**config.mk**
```make
export PLATFORM = sky130hd
export DESIGN_NAME = work_dispatcher
export DESIGN_NICKNAME = d
export VERILOG_FILES = /design/src/rtl/dispatch_pkg.sv /design/src/rtl/uart_rx_byte.sv /design/src/rtl/work_dispatcher.sv
export SDC_FILE = /design/constraint.sdc
export NUM_CORES = 1
export LEC_CHECK = 0
export CORE_AREA = 2 2 217 219
export CTS_CLUSTER_DIAMETER = 80
export DETAILED_ROUTE_END_ITERATION = 16
export DIE_AREA = 0 0 219 221
export DONT_BUFFER_PORTS = 1
export PLACE_DENSITY = 0.67
export SYNTH_ARGS = -nofsm -noshare
export SYNTH_HDL_FRONTEND = slang
export SYNTH_SLANG_ARGS = --single-unit
```
**constraint.sdc**
```tcl
create_clock -name clk -period 2.4 [get_ports clk]
set_input_delay 0.36 -clock clk [delete_from_list [all_inputs] [get_ports clk]]
set_output_delay 0.36 -clock clk [all_outputs]
set_load 0.005 [all_outputs]
```
**src/rtl/dispatch_pkg.sv**
```systemverilog
// Shared constants and FSM state types for the work dispatcher and its UART receiver.
package dispatch_pkg;

    localparam int PACKET_BYTES    = 64;
    localparam int NONCE_BYTES     = 4;
    localparam int OVERSAMPLE      = 16;
    localparam int RX_TIMEOUT_BITS = 20;

    typedef enum logic [1:0] {
        TX_IDLE,
        TX_START,
        TX_DATA,
        TX_STOP
    } tx_state_t;

    typedef enum logic [1:0] {
        RX_IDLE,
        RX_START,
        RX_DATA,
        RX_STOP
    } rx_state_t;

endpackage

```
**src/rtl/uart_rx_byte.sv**
```systemverilog
// Oversampling 8N1 UART byte receiver: 2-flop synchronizer, falling-edge start detect,
// start-bit glitch rejection, one-cycle strobes for a good byte or a framing error.
module uart_rx_byte
    import dispatch_pkg::*;
#(
    parameter int TICK_DIV     = 13,
    parameter int SAMPLE_POINT = 8
)(
    input  logic       clk,
    input  logic       rst,
    input  logic       i_rx,
    output logic [7:0] o_data,
    output logic       o_valid,
    output logic       o_frameErr
);

    localparam int TICK_W  = (TICK_DIV > 1) ? $clog2(TICK_DIV) : 1;
    localparam int PHASE_W = $clog2(OVERSAMPLE);
    localparam logic [TICK_W-1:0]  TICK_LAST    = TICK_W'(TICK_DIV - 1);
    localparam logic [PHASE_W-1:0] PHASE_SAMPLE = PHASE_W'(SAMPLE_POINT - 1);
    localparam logic [PHASE_W-1:0] PHASE_LAST   = PHASE_W'(OVERSAMPLE - 1);

    rx_state_t          r_state, w_next;
    logic [1:0]         r_sync;
    logic               r_prev;
    logic [TICK_W-1:0]  r_tickDiv;
    logic [PHASE_W-1:0] r_phase;
    logic [2:0]         r_bitIdx;
    logic [7:0]         r_shift;
    logic               r_valid;
    logic               r_frameErr;

    logic w_rxs, w_fall, w_tick, w_sample, w_bitEnd;

    assign w_rxs    = r_sync[1];
    assign w_fall   = r_prev & ~w_rxs;
    assign w_tick   = (r_tickDiv == TICK_LAST);
    assign w_sample = w_tick && (r_phase == PHASE_SAMPLE);
    assign w_bitEnd = w_tick && (r_phase == PHASE_LAST);

    always_comb begin
        w_next = r_state;
        case (r_state)
            RX_IDLE:  if (w_fall) w_next = RX_START;
            RX_START: begin
                if (w_sample && w_rxs) w_next = RX_IDLE;
                else if (w_bitEnd)     w_next = RX_DATA;
            end
            RX_DATA:  if (w_bitEnd && r_bitIdx == 3'd7) w_next = RX_STOP;
            RX_STOP:  if (w_sample) w_next = RX_IDLE;
            default:  w_next = RX_IDLE;
        endcase
    end

    // Returning to idle at the stop-bit sample point leaves half a bit to catch the next start edge.
    always_ff @(posedge clk) begin
        if (rst) begin
            r_state    <= RX_IDLE;
            r_sync     <= 2'b11;
            r_prev     <= 1'b1;
            r_tickDiv  <= '0;
            r_phase    <= '0;
            r_bitIdx   <= '0;
            r_shift    <= '0;
            r_valid    <= 1'b0;
            r_frameErr <= 1'b0;
        end else begin
            r_state    <= w_next;
            r_sync     <= {r_sync[0], i_rx};
            r_prev     <= w_rxs;
            r_valid    <= (r_state == RX_STOP) && w_sample && w_rxs;
            r_frameErr <= (r_state == RX_STOP) && w_sample && !w_rxs;
            if (r_state == RX_IDLE) begin
                r_tickDiv <= '0;
                r_phase   <= '0;
                r_bitIdx  <= '0;
            end else if (w_tick) begin
                r_tickDiv <= '0;
                r_phase   <= r_phase + 1'b1;
            end else begin
                r_tickDiv <= r_tickDiv + 1'b1;
            end
            if (r_state == RX_DATA && w_sample) r_shift  <= {w_rxs, r_shift[7:1]};
            if (r_state == RX_DATA && w_bitEnd) r_bitIdx <= r_bitIdx + 1'b1;
        end
    end

    assign o_data     = r_shift;
    assign o_valid    = r_valid;
    assign o_frameErr = r_frameErr;

endmodule

```
**src/rtl/work_dispatcher.sv**
```systemverilog
// Sends a 64-byte job {data2, midstate} over an 8N1 UART and collects 4-byte nonce replies.
// The receiver is only built when WORK_DISPATCHER_RX_EN is defined.
module work_dispatcher
    import dispatch_pkg::*;
#(
    parameter int CLOCK        = 25000000,
    parameter int BAUD         = 115200,
    parameter int SAMPLE_POINT = 8
)(
    input  logic         clk,
    input  logic         rst,
    input  logic [255:0] midstate,
    input  logic [255:0] data2,
    input  logic         start,
    output logic         busy,
    output logic         done,
    output logic         tx,
    input  logic         rx,
    output logic [31:0]  nonce,
    output logic         nonce_valid
);

    localparam int BIT_DIV = CLOCK / BAUD;
    localparam int BIT_W   = (BIT_DIV > 1) ? $clog2(BIT_DIV) : 1;
    localparam int BYTE_W  = $clog2(PACKET_BYTES);
    localparam logic [BIT_W-1:0]  BIT_LAST  = BIT_W'(BIT_DIV - 1);
    localparam logic [BYTE_W-1:0] BYTE_LAST = BYTE_W'(PACKET_BYTES - 1);

    tx_state_t                     r_txState, w_txNext;
    logic [BIT_W-1:0]              r_bitCnt;
    logic [2:0]                    r_bitIdx, w_bitIdxNext;
    logic [BYTE_W-1:0]             r_byteIdx;
    logic [8*PACKET_BYTES-1:0]     r_packet;
    logic                          r_tx;
    logic                          r_done;
    logic                          w_bitEnd, w_accept, w_done, w_txBit;

    assign w_bitEnd = (r_bitCnt == BIT_LAST);

    // The line level is computed from the next state so tx leaves a flop and the start bit
    // appears on the same cycle busy rises.
    always_comb begin
        w_txNext     = r_txState;
        w_accept     = 1'b0;
        w_done       = 1'b0;
        w_txBit      = 1'b1;
        w_bitIdxNext = (r_txState == TX_DATA && w_bitEnd) ? r_bitIdx + 3'd1 : r_bitIdx;
        case (r_txState)
            TX_IDLE: begin
                if (start && !r_done) begin
                    w_txNext = TX_START;
                    w_accept = 1'b1;
                end
            end
            TX_START: if (w_bitEnd) w_txNext = TX_DATA;
            TX_DATA:  if (w_bitEnd && r_bitIdx == 3'd7) w_txNext = TX_STOP;
            TX_STOP: begin
                if (w_bitEnd) begin
                    if (r_byteIdx == BYTE_LAST) begin
                        w_txNext = TX_IDLE;
                        w_done   = 1'b1;
                    end else begin
                        w_txNext = TX_START;
                    end
                end
            end
            default: w_txNext = TX_IDLE;
        endcase
        case (w_txNext)
            TX_START: w_txBit = 1'b0;
            TX_DATA:  w_txBit = r_packet[w_bitIdxNext];
            default:  w_txBit = 1'b1;
        endcase
    end

    always_ff @(posedge clk) begin
        if (rst) begin
            r_txState <= TX_IDLE;
            r_bitCnt  <= '0;
            r_bitIdx  <= '0;
            r_byteIdx <= '0;
            r_packet  <= '0;
            r_tx      <= 1'b1;
            r_done    <= 1'b0;
        end else begin
            r_txState <= w_txNext;
            r_tx      <= w_txBit;
            r_done    <= w_done;
            if (w_accept) begin
                r_packet  <= {data2, midstate};
                r_bitCnt  <= '0;
                r_bitIdx  <= '0;
                r_byteIdx <= '0;
            end else if (r_txState != TX_IDLE) begin
                r_bitCnt <= w_bitEnd ? '0 : r_bitCnt + 1'b1;
                r_bitIdx <= w_bitIdxNext;
                if (r_txState == TX_STOP && w_bitEnd) begin
                    r_byteIdx <= r_byteIdx + 1'b1;
                    r_packet  <= r_packet >> 8;
                end
            end
        end
    end

    assign busy = (r_txState != TX_IDLE);
    assign done = r_done;
    assign tx   = r_tx;

`ifdef WORK_DISPATCHER_RX_EN
    localparam int TICK_DIV    = CLOCK / (BAUD * OVERSAMPLE);
    localparam int TIMEOUT_CYC = RX_TIMEOUT_BITS * OVERSAMPLE * TICK_DIV;
    localparam logic [31:0] TIMEOUT_LAST = 32'(TIMEOUT_CYC - 1);

    logic [7:0]  w_rxData;
    logic        w_rxValid, w_rxFrameErr;
    logic [1:0]  r_rxCount;
    logic [23:0] r_partial;
    logic [31:0] r_idleCnt;
    logic [31:0] r_nonce;
    logic        r_nonceValid;

    uart_rx_byte #(
        .TICK_DIV     (TICK_DIV),
        .SAMPLE_POINT (SAMPLE_POINT)
    ) u_rxByte (
        .clk        (clk),
        .rst        (rst),
        .i_rx       (rx),
        .o_data     (w_rxData),
        .o_valid    (w_rxValid),
        .o_frameErr (w_rxFrameErr)
    );

    // The timeout only runs while a reply is partially assembled.
    always_ff @(posedge clk) begin
        if (rst) begin
            r_rxCount    <= '0;
            r_partial    <= '0;
            r_idleCnt    <= '0;
            r_nonce      <= '0;
            r_nonceValid <= 1'b0;
        end else begin
            r_nonceValid <= 1'b0;
            if (w_rxFrameErr) begin
                r_rxCount <= '0;
                r_partial <= '0;
                r_idleCnt <= '0;
            end else if (w_rxValid) begin
                r_idleCnt <= '0;
                if (r_rxCount == 2'(NONCE_BYTES - 1)) begin
                    r_nonce      <= {r_partial, w_rxData};
                    r_nonceValid <= 1'b1;
                    r_rxCount    <= '0;
                    r_partial    <= '0;
                end else begin
                    r_partial <= {r_partial[15:0], w_rxData};
                    r_rxCount <= r_rxCount + 1'b1;
                end
            end else if (r_rxCount != '0) begin
                if (r_idleCnt == TIMEOUT_LAST) begin
                    r_rxCount <= '0;
                    r_partial <= '0;
                    r_idleCnt <= '0;
                end else begin
                    r_idleCnt <= r_idleCnt + 1'b1;
                end
            end
        end
    end

    assign nonce       = r_nonce;
    assign nonce_valid = r_nonceValid;
`else
    logic [1:0] w_unused;
    assign w_unused    = {rx, SAMPLE_POINT[0]};
    assign nonce       = '0;
    assign nonce_valid = 1'b0;
`endif

endmodule

```
==> results_dict.tcl <==
set metrics [dict create \
    critPathMaxFanout 16 \
    max_slew_margin 0.280 \
    seqCellArea_sq_um 10700 \
    grt_max_degree 519 \
    drc 0 \
    place_congestion 0.885 \
    cts-root-buf "clkbuf_16" \
    outcome "finished with violations" \
    place_hpwl_um 44000 \
    synthArstFlopShare 0 \
    fillers 3785 \
    drv_cap 0 \
    boundaryPins 552 \
    synth_flop_cell "dfxtp_1" \
    path_clk_slew_ns 0.06 \
    area_growth_pct 24.9 \
    synth_top_area_cell "dfxtp_1" \
    layout_setup_ws_ns 0.0541 \
    irDropWorstVdd_uv 637 \
    insertion_delay_ns 0.59 \
    h-tree-depth 2 \
    arrival_ns 2.81 \
    whs_ns -0.0866 \
    clock_path_buffers 3 \
    cts_tree "yes" \
    drt_first_pass_iters 6 \
    synth.yosys.seq_area_share 0.465 \
    final_hold_viol_count 148 \
    synthCells 2987 \
    grt_antenna_before_repair 15 \
    powerDensity_nw_per_um2 742 \
    die_y_um 221 \
    vias 22279 \
    cp-start-kind "flip-flop" \
    synth.top_cell.area_share 0.465 \
    synth-seq-cells 533 \
    cts.sinks 533 \
    wl_um 72900 \
    hp-class "input pin to flip-flop" \
    portBuffers 0 \
    final_antenna_net_count 0 \
    grt_pass1_vias 19242 \
    stdcell_area_sq_um 28700 \
    rows 79 \
    violations "hold timing" \
    synth.area.top_cells "dfxtp_1 (46%), a311oi_1 (19%), nand2_1 (17%)" \
    clock.fmax_ghz 0.426 \
    grt_overflow 0 \
    die_x_um 219 \
    setup_viol 0 \
    ys_types 36 \
    finClkSkew_ns 0.0110 \
    yosys_warnings 0 \
    tightest_slew_ns 1.08 \
    layout.nets 3671 \
    criticalPathCategory "flip-flop to flip-flop" \
    place_area_sq_um 23200 \
    finalCriticalPeriod_ns 2.35 \
    cp.required_ns 2.87 \
    p_leak_nw 10.2 \
    cts_made_buffers 55 \
    crit_path_end_kind "flip-flop" \
    gr-usage-all-layers 0.262 \
    finalSetupTns_ns 0 \
    wl_per_cell_um 19.1 \
    die_area_sq_um 48400 \
    core_area_sq_um 46100 \
    synth_area_sq_um 23000 \
    viasPerCell 5.84 \
    drt_iter0_markers 2389 \
    multi_input_area_sq_um 11000 \
    fin_crit_sh 0.977 \
    slew_viol_final 0 \
    pre_cts_ws_ns 0.264 \
    synth-edff-count 0 \
    start_util 0.498 \
    grt_first_pass_wirelength_um 104000 \
    drive_gt1_frac 0.0507 \
    synth_area_per_cell_sq_um 7.69 \
]
## power breakdown
group / switching, mW / total, mW / internal, mW
clock network: 3.63 / 9.07 / 5.44
registers: 0.456 / 10.1 / 9.63
logic: 1.09 / 2.12 / 1.03
## cell families after synthesis
family | after synthesis | share of synthesized area
adders and majority gates | 5 | 0.00272
other | 1 | 0.000163
xor gates and xnor gates | 11 | 0.00420
and+or+nand+nor | 1582 | 0.264
buffers and inverters | 323 | 0.0610
muxes | 10 | 0.00676
AOI/OAI and AO/OA | 522 | 0.197
DFF | 533 | 0.465
## state kept, by name, summed over array words and instances (netlist names)
signal     count
r_byteIdx      6
r_bitCnt       8
r_bitIdx       3
r_txState      2
tx             1
r_packet     512
done           1
## critical path, cell delays in order (launching register included)
cell	delay [ns]
dfxtp_2	0.34
inv_1	0.06
ha_1	0.17
and4_1	0.24
and4_4	0.34
buf_16	0.13
buf_4	0.20
buf_4	0.24
nand2_1	0.13
a311oi_1	0.35
## cells in the mapped netlist (5+ instances only)
cell type,count
buf_4,33
a311oi_1,504
nand3_1,10
buf_1,14
mux2i_1,5
dfxtp_1,533
xor2_1,9
ha_1,5
nand4_1,6
clkbuf_1,223
a21oi_1,13
nand2_1,1024
nor2_1,521
buf_2,51
## stage by stage
step            util  instances  total power, mW
6_report       0.623       3816             21.3
5_1_grt        0.622       3815             22.1
4_1_cts        0.558       3519             20.9
3_5_place_dp   0.503       3355             11.8
3_3_place_gp   0.503       3355             11.7
2_1_floorplan      -       3019             11.6
## worst paths after layout
kind	slack, ns	startpoint	endpoint	cells past startpoint
worst max-delay path	0.05	r_bitCnt[0]	r_packet[393]	9
worst min-delay path	-0.09	rst	r_packet[155]	1
worst max register to register	0.05	r_bitCnt[0]	r_packet[393]	9
worst min register to register	0.47	r_packet[32]	r_packet[24]	2
## layout make-up
| class | count | share of cell area |
|---|---|---|
| repair buffers | 395 | 0.148 |
| clock buffers | 84 | 0.0571 |
| clock inverters | 18 | 0.00947 |
| diodes | 14 | 0.00122 |
| well taps | 607 | 0.0265 |
| inverters | 2 | 0.000262 |
| multi-input cells | 2163 | 0.385 |
| flip-flops and latches | 533 | 0.372 |
## cell usage in the layout, fill, tap and decap left out, drive strengths merged, types with 2 or more instances in the layout
cell type and n:
diode 14, dfxtp 533, a311oi 504, a21oi 13
nand4 6, inv 2, nor3b 4, buf 57
dlygate4sd3 334, xnor2 2, nor2 521, bufinv 7
and3 2, conb 33, clkinv 10, mux2i 5
o21ai 2, clkbuf 88, xor2 9, nand2 1024
mux4 4, and4 3, nand3 10, or3 2
ha 5, nor3 2
## what timing repair did
item                       4_1_cts  5_1_grt
hold endpoints to repair       514      413
resized for setup                0        7
setup buffers                    0        7
hold buffers                    62      272
setup endpoints to repair        0        3
## metal layers
layer,share of wire,routed length [um],vias to the layer above,global-route usage
met5,0,0,-,0
met4,0.029,2110,0,0.0985
met3,0.077,5650,135,0.0715
met2,0.47,34500,878,0.404
met1,0.42,30700,10628,0.351
li1,-,-,10638,-
Note: power is estimated with default switching activity, not from simulation.
